<file path="src/rtl/carus_sram_streamer.sv">
// carus_sram_streamer: moves a block of 32-bit words between a valid/ready
// stream and a single-port SRAM bank. Write mode streams in_* beats into the
// SRAM; read mode fetches words into a 2-entry FIFO that feeds out_*.
//
// Handshakes: a beat transfers on a rising edge where valid and ready are both
// high; valid never depends on ready, and ready may depend on valid only on the
// consumer side (req_o follows in_valid_i combinationally in write mode).
module carus_sram_streamer #(
  parameter int unsigned NUM_WORDS = 1024,
  localparam int unsigned AddrWidth = (NUM_WORDS > 1) ? $clog2(NUM_WORDS) : 1,
  localparam int unsigned LenWidth = AddrWidth + 1
) (
  input  logic                 clk_i,
  input  logic                 rst_i,
  input  logic                 start_i,
  input  logic                 write_mode_i,
  input  logic [AddrWidth-1:0] base_addr_i,
  input  logic [LenWidth-1:0]  len_i,
  output logic                 busy_o,
  output logic                 done_o,
  input  logic                 in_valid_i,
  output logic                 in_ready_o,
  input  logic [31:0]          in_data_i,
  output logic                 out_valid_o,
  input  logic                 out_ready_i,
  output logic [31:0]          out_data_o,
  output logic                 req_o,
  output logic                 we_o,
  output logic [AddrWidth-1:0] addr_o,
  output logic [31:0]          wdata_o,
  output logic [3:0]           be_o,
  input  logic [31:0]          rdata_i,
  output logic [1:0]           dbg_state_o
);

  localparam logic [AddrWidth-1:0] LastAddr = AddrWidth'(NUM_WORDS - 1);

  typedef enum logic [1:0] {IDLE, RUN, DRAIN, DONE} state_e;

  state_e               state_q, state_d;
  logic                 mode_q, mode_d;
  logic [LenWidth-1:0]  len_q, len_d;
  logic [LenWidth-1:0]  cnt_q, cnt_d;
  logic [AddrWidth-1:0] addr_q, addr_d;
  logic                 inflight_q, inflight_d;
  logic [31:0]          fifo_mem_q [2];
  logic [31:0]          fifo_mem_d [2];
  logic                 fifo_rd_q, fifo_rd_d;
  logic                 fifo_wr_q, fifo_wr_d;
  logic [1:0]           fifo_cnt_q, fifo_cnt_d;

  logic                 issue;
  logic                 pop;
  logic [2:0]           occ;
  logic [LenWidth-1:0]  cnt_inc;
  logic [AddrWidth-1:0] addr_nxt;

  assign dbg_state_o = state_q;

  // Next-state, FIFO bookkeeping and all outputs; outputs are forced to rest while rst_i is high.
  always_comb begin
    state_d     = state_q;
    mode_d      = mode_q;
    len_d       = len_q;
    cnt_d       = cnt_q;
    addr_d      = addr_q;
    inflight_d  = 1'b0;
    fifo_mem_d  = fifo_mem_q;
    fifo_rd_d   = fifo_rd_q;
    fifo_wr_d   = fifo_wr_q;
    fifo_cnt_d  = fifo_cnt_q;
    busy_o      = 1'b0;
    done_o      = 1'b0;
    in_ready_o  = 1'b0;
    out_valid_o = 1'b0;
    out_data_o  = '0;
    req_o       = 1'b0;
    we_o        = 1'b0;
    addr_o      = '0;
    wdata_o     = '0;
    be_o        = '0;
    issue       = 1'b0;
    pop         = 1'b0;
    occ         = '0;
    cnt_inc     = cnt_q + LenWidth'(1);
    // Explicit wrap so non-power-of-2 banks never address past the last word.
    addr_nxt    = (addr_q == LastAddr) ? '0 : addr_q + AddrWidth'(1);

    if (!rst_i) begin
      busy_o      = (state_q != IDLE);
      done_o      = (state_q == DONE);
      addr_o      = addr_q;
      out_valid_o = (fifo_cnt_q != 2'd0);
      out_data_o  = out_valid_o ? fifo_mem_q[fifo_rd_q] : '0;
      pop         = out_valid_o & out_ready_i;
      // Slots already committed: stored words plus the read whose data lands next cycle.
      occ         = {1'b0, fifo_cnt_q} + {2'b00, inflight_q} - {2'b00, pop};

      case (state_q)
        IDLE: begin
          if (start_i) begin
            mode_d  = write_mode_i;
            addr_d  = base_addr_i;
            len_d   = len_i;
            cnt_d   = '0;
            state_d = (len_i != '0) ? RUN : DONE;
          end
        end
        RUN: begin
          if (mode_q) begin
            in_ready_o = (cnt_q < len_q);
            issue      = in_valid_i & in_ready_o;
          end else begin
            issue = (cnt_q < len_q) && (occ < 3'd2);
          end
          if (issue) begin
            req_o   = 1'b1;
            we_o    = mode_q;
            be_o    = 4'hF;
            wdata_o = mode_q ? in_data_i : '0;
            cnt_d   = cnt_inc;
            addr_d  = addr_nxt;
            if (cnt_inc == len_q) begin
              state_d = mode_q ? DONE : DRAIN;
            end
          end
        end
        DRAIN: begin
          if ((fifo_cnt_q == 2'd0) && !inflight_q) begin
            state_d = DONE;
          end
        end
        DONE: begin
          state_d = IDLE;
        end
        default: begin
          state_d = IDLE;
        end
      endcase

      inflight_d = issue & ~mode_q;
      if (inflight_q) begin
        fifo_mem_d[fifo_wr_q] = rdata_i;
        fifo_wr_d             = ~fifo_wr_q;
      end
      if (pop) begin
        fifo_rd_d = ~fifo_rd_q;
      end
      fifo_cnt_d = fifo_cnt_q + {1'b0, inflight_q} - {1'b0, pop};
    end
  end

  // State registers; reset also drops any read still in flight so its data is discarded.
  always_ff @(posedge clk_i) begin
    if (rst_i) begin
      state_q       <= IDLE;
      mode_q        <= 1'b0;
      len_q         <= '0;
      cnt_q         <= '0;
      addr_q        <= '0;
      inflight_q    <= 1'b0;
      fifo_mem_q[0] <= '0;
      fifo_mem_q[1] <= '0;
      fifo_rd_q     <= 1'b0;
      fifo_wr_q     <= 1'b0;
      fifo_cnt_q    <= 2'd0;
    end else begin
      state_q    <= state_d;
      mode_q     <= mode_d;
      len_q      <= len_d;
      cnt_q      <= cnt_d;
      addr_q     <= addr_d;
      inflight_q <= inflight_d;
      fifo_mem_q <= fifo_mem_d;
      fifo_rd_q  <= fifo_rd_d;
      fifo_wr_q  <= fifo_wr_d;
      fifo_cnt_q <= fifo_cnt_d;
    end
  end

endmodule

</file>
<file path="config.mk">
export PLATFORM = sky130hd
export DESIGN_NAME = carus_sram_streamer
export DESIGN_NICKNAME = d
export VERILOG_FILES = /design/src/rtl/carus_sram_streamer.sv
export SDC_FILE = /design/constraint.sdc
export NUM_CORES = 1
export LEC_CHECK = 0
export ABC_AREA = 1
export BUFFER_PORTS_ARGS = -buffer_cell sky130_fd_sc_hd__buf_4
export CORE_UTILIZATION = 36
export DETAILED_ROUTE_END_ITERATION = 8
export HOLD_SLACK_MARGIN = 0.05
export PLACE_DENSITY = 0.63
export SYNTH_ARGS = -nofsm -noshare
export SYNTH_HDL_FRONTEND = slang
export SYNTH_SLANG_ARGS = --single-unit
</file>
<file path="constraint.sdc">
create_clock -name clk_i -period 3.4 [get_ports clk_i]
set_input_delay 0.51 -clock clk_i [delete_from_list [all_inputs] [get_ports clk_i]]
set_output_delay 0.51 -clock clk_i [all_outputs]
set_load 0.01 [all_outputs]
</file>
# After elaboration in Yosys (flattened, before gate mapping)
# Index checks and enable logic that the tools add are counted.
# W data, S select, Z words.
[totals]
register_bits = 104
latchBits = 0
mem_bits_rw = 0
rom_bits = 0
in_bits = 91
out_inout_bits = 86
mem_count = 0
[op_classes]
n_addsub = 6
multipliers = 0
n_div = 0
order_cmp = 5
n_eq_ne = 9
shift = 0
muxes = 47
n_bitwise = 8
n_reduce_logical = 13
[ops]
columns = ["op", "n"]
rows = [
  ["$mux W32", 10],
  ["$bwmux W64", 1],
  ["$mux W10", 4],
  ["$demux W32 S1", 1],
  ["$mux W11", 2],
  ["$pmux W11 S2", 1],
  ["$pmux W10 S2", 1],
  ["$mux W1", 18],
  ["$mux W4", 3],
  ["$add A11 B1 Y11 const B", 1],
  ["$eq A11 B11 Y1", 1],
  ["$lt A11 B11 Y1", 1],
  ["$reduce_bool A11 Y1", 1],
  ["$add A10 B1 Y10 const B", 1],
  ["$eq A10 B10 Y1 const B", 1],
  ["$mux W2", 5],
  ["$ne A2 B2 Y1 const B", 4],
  ["$pmux W2 S4", 1],
  ["$reduce_bool A2 Y1", 3],
  ["$eq A2 B2 Y1 const B", 2],
  ["$ge A2 B2 Y1 const B", 2],
  ["$logic_not A2 Y1", 2],
  ["$not A1 Y2", 2],
  ["$reduce_and A4 Y1", 1],
  ["other kinds (13)", 19],
]

# Logic depth before layout (Yosys ltp)
[logic_depth]
word_depth = 11
mapped_depth = 18
depth_no_buf = 18

# Worst setup path before layout
# Ideal clock, no wire load.
[synth_timing]
path_kind = "input -> output"
start = "input port out_ready_i"
end = "output port be_o[0]"
t_arrival_ps = 2655
required_ps = 2890
path_slack_ps = 235
stages = 12
path_cell_list = "o21ai_0 -> inv_1 -> ha_1 -> inv_1 -> ha_1 -> inv_1 -> fa_1 -> nand4_1 -> o21ai_1 -> nand4_1 -> nor3_1 -> buf_4"
[synth_via]
elab_chain_cells = 10
[synth_rtl]
columns = ["item", "line_no", "text"]
rows = [
  ["from (decl)", "25", "input logic out_ready_i,"],
  ["$and A1 B1 Y1", "95", "pop = out_valid_o & out_ready_i;"],
  ["$sub A3 B1 Y3", "97", "occ = {1'b0, fifo_cnt_q} + {2'b00, inflight_q} - {2'b00, pop};"],
  ["$lt A3 B2 Y1", "114", "issue = (cnt_q < len_q) && (occ < 3'd2);"],
  ["$logic_and A1 B1 Y1", "114", ""],
  ["$mux W1", "110", "if (mode_q) begin"],
  ["$mux W1", "99", "case (state_q)"],
  ["$mux W1", "89", "if (!rst_i) begin"],
  ["$mux W4", "116", "if (issue) begin"],
  ["$mux W4", "99", ""],
  ["$mux W4", "89", ""],
  ["to (decl)", "31", "output logic [3:0] be_o,"],
]
# Every way passes these cells. The select of a mux whose other input is x is not followed.

# Final worst setup path
[layout_timing]
start = "register fifo_cnt_q[1]"
end = "output port wdata_o[21]"
[layout_via]
elab_chain_cells = 11
[layout_rtl]
columns = ["item", "line_no", "text"]
rows = [
  ["from (decl)", "50", "logic [1:0] fifo_cnt_q, fifo_cnt_d;"],
  ["from (signal assigned)", "177", "fifo_cnt_q <= fifo_cnt_d;"],
  ["branches (longest 2 deep; another with $add A2 B1 Y3)", "-", ""],
  ["$sub A3 B1 Y3 *", "97", ""],
  ["$lt A3 B2 Y1 *", "114", ""],
  ["$logic_and A1 B1 Y1 *", "114", ""],
  ["$mux W1 *", "110", ""],
  ["$mux W1 *", "99", ""],
  ["$mux W1 *", "89", ""],
  ["$mux W32 *", "116", ""],
  ["$mux W32 *", "99", ""],
  ["$mux W32 *", "89", ""],
  ["to (decl)", "30", "output logic [31:0] wdata_o,"],
]
# Mark *: on every way between the ends. The select of a mux whose other input is x is not followed.

==> impl_metrics.csv <==
group,metric,value,unit
logic_synthesis,yosysUniqueCellTypes,36,
cells_and_area,finalNetCount,1201,
die,coreArea,15400,µm²
drt,wl,16700,µm
grt,first_global_vias,5342,
die,fp.dieArea,16600,µm²
pwr,peakVddDrop,0.301,mV
clock_tree,ctsHoldBuffers,0,
clock_tree,clk_path_buf_depth,2,
cells_and_area,layout.cells.non_filler,1306,
cells_and_area,diodes,0,
cells_and_area,n_fill_cell,1620,
drt,routedWlPerCell,12.8,µm
clock_tree,cts_buffers,9,
clock_tree,clkTransAtPathRegs,80,ps
setup_path,crit_buf_inv,6,
pwr,power_density,552,nW/µm²
setup_path,worstPathArrival,2810,ps
die,dieHeight,129,µm
timing,clock_skew,7.30,ps
clock_tree,cts_tree,"built",
cells_and_area,area_growth,36.3,%
grt,grt_pass1_wl,25700,µm
setup_path,worstPathMaxFanout,8,
drt,drt_iter0_markers,182,
setup_path,critPathTopFamily,"adder cells",
pwr,power,4.35,mW
grt,grt_antenna_before_repair,0,
job,drv_cap,0,
die,die_w,129,µm
setup_path,cp_common_cell,"inv_2",
timing,min_period,3320,ps
clock_tree,clock_latency,340,ps
timing,slew_violations,0,
drt,dr.pass1.iters,4,
place,hpwl,11200,µm
grt,overflow,0,
logic_synthesis,seq_area_frac_synth,0.360,
timing,rsz0062_at_grt,"true",
cells_and_area,fin_area,7890,µm²
setup_path,slowest_delay,520,ps
logic_synthesis,syn_inst,935,
place,gp_congestion,0.873,
setup_path,cp_cell_sequence,"o21ai_4 -> inv_2 -> ha_4 -> inv_2 -> ha_4 -> inv_2 -> fa_1 -> nand4_1 -> o21ai_1 -> nand4_1 -> nor2_2 -> inv_2 -> buf_6 -> nor2_1 -> buf_4",
setup_path,start_kind,"flip-flop",
grt,grt_start_max_net_pins,85,
logic_synthesis,avgSynthCellArea,6.19,µm²
logic_synthesis,synth.cell_area,5790,µm²
cells_and_area,fin_util,0.511,
outcome,status,"complete, no violations",
setup_path,crit_path_end_kind,"primary output",
clock_tree,cts_sinks,104,
timing,tightest_slew,1150,ps
setup_path,cp_slowest_cell,"fa_1",
logic_synthesis,ys_warn_count,0,
drt,drc,0,
logic_synthesis,ys_ff_latch,104,
place,placedCellCount,1286,
place,io_buffers,176,
die,initial_core_util,0.375,
drt,drtAntennaViolNets,0,
timing,setup_violations,0,
cells_and_area,drive_gt1_frac,0.246,
die,row_count,45,
drt,vias,6092,
place,placed_area,7270,µm²
pwr,p_leak,3.95,nW
drt,via_per_inst,4.66,
timing,hold_viol,0,
clock_tree,htree_levels,3,
clock_tree,root_buffer,"clkbuf_16",
logic_synthesis,synth_nets,1046,
die,boundaryPins,177,
timing,fmaxAchievable,301,MHz
setup_path,cp.required,2890,ps
timing,timing.final.crit_share,0.976,
timing,slew_headroom,0.231,
grt,track_usage,0.194,
setup_path,crit_type,"reg2out",
hold_path,hold_path_class,"in2reg",
## layout by cell type, fill, tap and decap left out, types with 11 or more instances in the layout
cell	synthesis	layout
nor2_1	205	174
nand3_1	35	35
a21oi_1	37	37
nor2_2	5	18
nand2_1	231	231
buf_6	1	17
inv_1	113	108
clkbuf_16	0	11
ha_1	19	17
nor2_4	3	21
buf_4	8	174
o21ai_0	94	93
dfxtp_1	104	102
## per-stage QoR
step	setup TNS, ps	hold slack (ps)	setup WS (ps)
final	0	389	81.9
after global placement	0	460	235
after global routing	-870	389	-68.9
after CTS	0	382	9.98
after floorplan	0	448	235
after detailed placement	0	471	108
## cells in the mapped netlist (all sizes together)
| master | instances | area, µm² |
|---|---|---|
| nor2 | 213 | 835 |
| clkbuf | 37 | 139 |
| ha | 19 | 238 |
| fa | 1 | 20.0 |
| nand3 | 35 | 175 |
| a21boi | 1 | 7.51 |
| o21ai | 98 | 494 |
| a22o | 1 | 8.76 |
| nand4 | 3 | 18.8 |
| or2 | 3 | 18.8 |
| a21oi | 37 | 185 |
| a31oi | 2 | 12.5 |
| nand2 | 234 | 886 |
| nor4 | 5 | 37.5 |
| nor3 | 5 | 25.0 |
| a32oi | 1 | 8.76 |
| clkinv | 1 | 3.75 |
| buf | 13 | 90.1 |
| o21bai | 1 | 11.3 |
| o211ai | 1 | 12.5 |
| dfxtp | 104 | 2080 |
| o21a | 1 | 7.51 |
| nand3b | 1 | 7.51 |
| xor2 | 4 | 35.0 |
| inv | 114 | 428 |
## worst register-to-register path, stage by stage (launching register included)
cell     delay [ps]
dfxtp_4         370
o21ai_4         140
inv_2            60
ha_4            210
inv_2            60
ha_4            120
inv_2            30
fa_1            520
nand4_1          80
o21ai_1          80
nand4_1         120
buf_4           180
nand2_1         120
nand3_1          90
inv_1           320
nand3_1         140
a21oi_1         150
## power breakdown
| group | internal, mW | leakage (nW) | switching (mW) |
|---|---|---|---|
| registers | 1.44 | 0.846 | 0.163 |
| logic | 0.656 | 2.96 | 1.07 |
| clock network | 0.532 | 0.142 | 0.491 |
| total | 2.63 | 3.95 | 1.72 |
## cell type report
cell class                 instances  area [µm²]  area share
multi-input combinational        666        3250       0.412
sequential                       104        2090       0.265
timing repair buffer             194        1570       0.199
inverter                         115         432      0.0547
tap                              211         264      0.0335
clock buffer                      11         243      0.0308
clock inverter                     5        43.8     0.00555
## state kept, by name, summed over array words and instances (netlist names)
name	flops
fifo_mem_q	64
cnt_q	11
len_q	11
addr_q	10
dbg_state_o	2
fifo_cnt_q	2
fifo_rd_q	1
fifo_wr_q	1
inflight_q	1
mode_q	1
## what timing repair did
item,CTS,global route
endpoints found under the setup margin,37,37
resized for setup,4,73
gates cloned,0,3
pin swaps,0,10
buffers inserted,0,1
## path summary, 6_finish.rpt
| kind | endpoint | cells after the start | slack, ps | startpoint |
|---|---|---|---|---|
| worst min register to register | fifo_mem_q[12] | 2 | 480 | fifo_mem_q[12] |
| worst max register to register | cnt_q[4] | 16 | 540 | fifo_cnt_q[1] |
| worst max-delay path | wdata_o[21] | 15 | 80 | fifo_cnt_q[1] |
| worst min-delay path | fifo_mem_q[56] | 3 | 390 | rdata_i[24] |
## cells by family after synthesis
logic type,count (synthesis),share of synthesized area
buffers and inverters,165,0.114
DFF,104,0.360
xor gates and xnor gates,4,0.00605
adders and majority gates,20,0.0445
and+or+nand+nor,499,0.346
AOI/OAI and AO/OA,143,0.129
## metal layers
layer | global-route usage | part of all wire | vias up
li1 | - | - | 3192
met1 | 0.245 | 0.45 | 2723
met2 | 0.341 | 0.48 | 167
met3 | 0.0279 | 0.059 | 10
met4 | 0.0602 | 0.010 | 0
met5 | 0 | 0 | -
(Power assumes the default switching activity.)
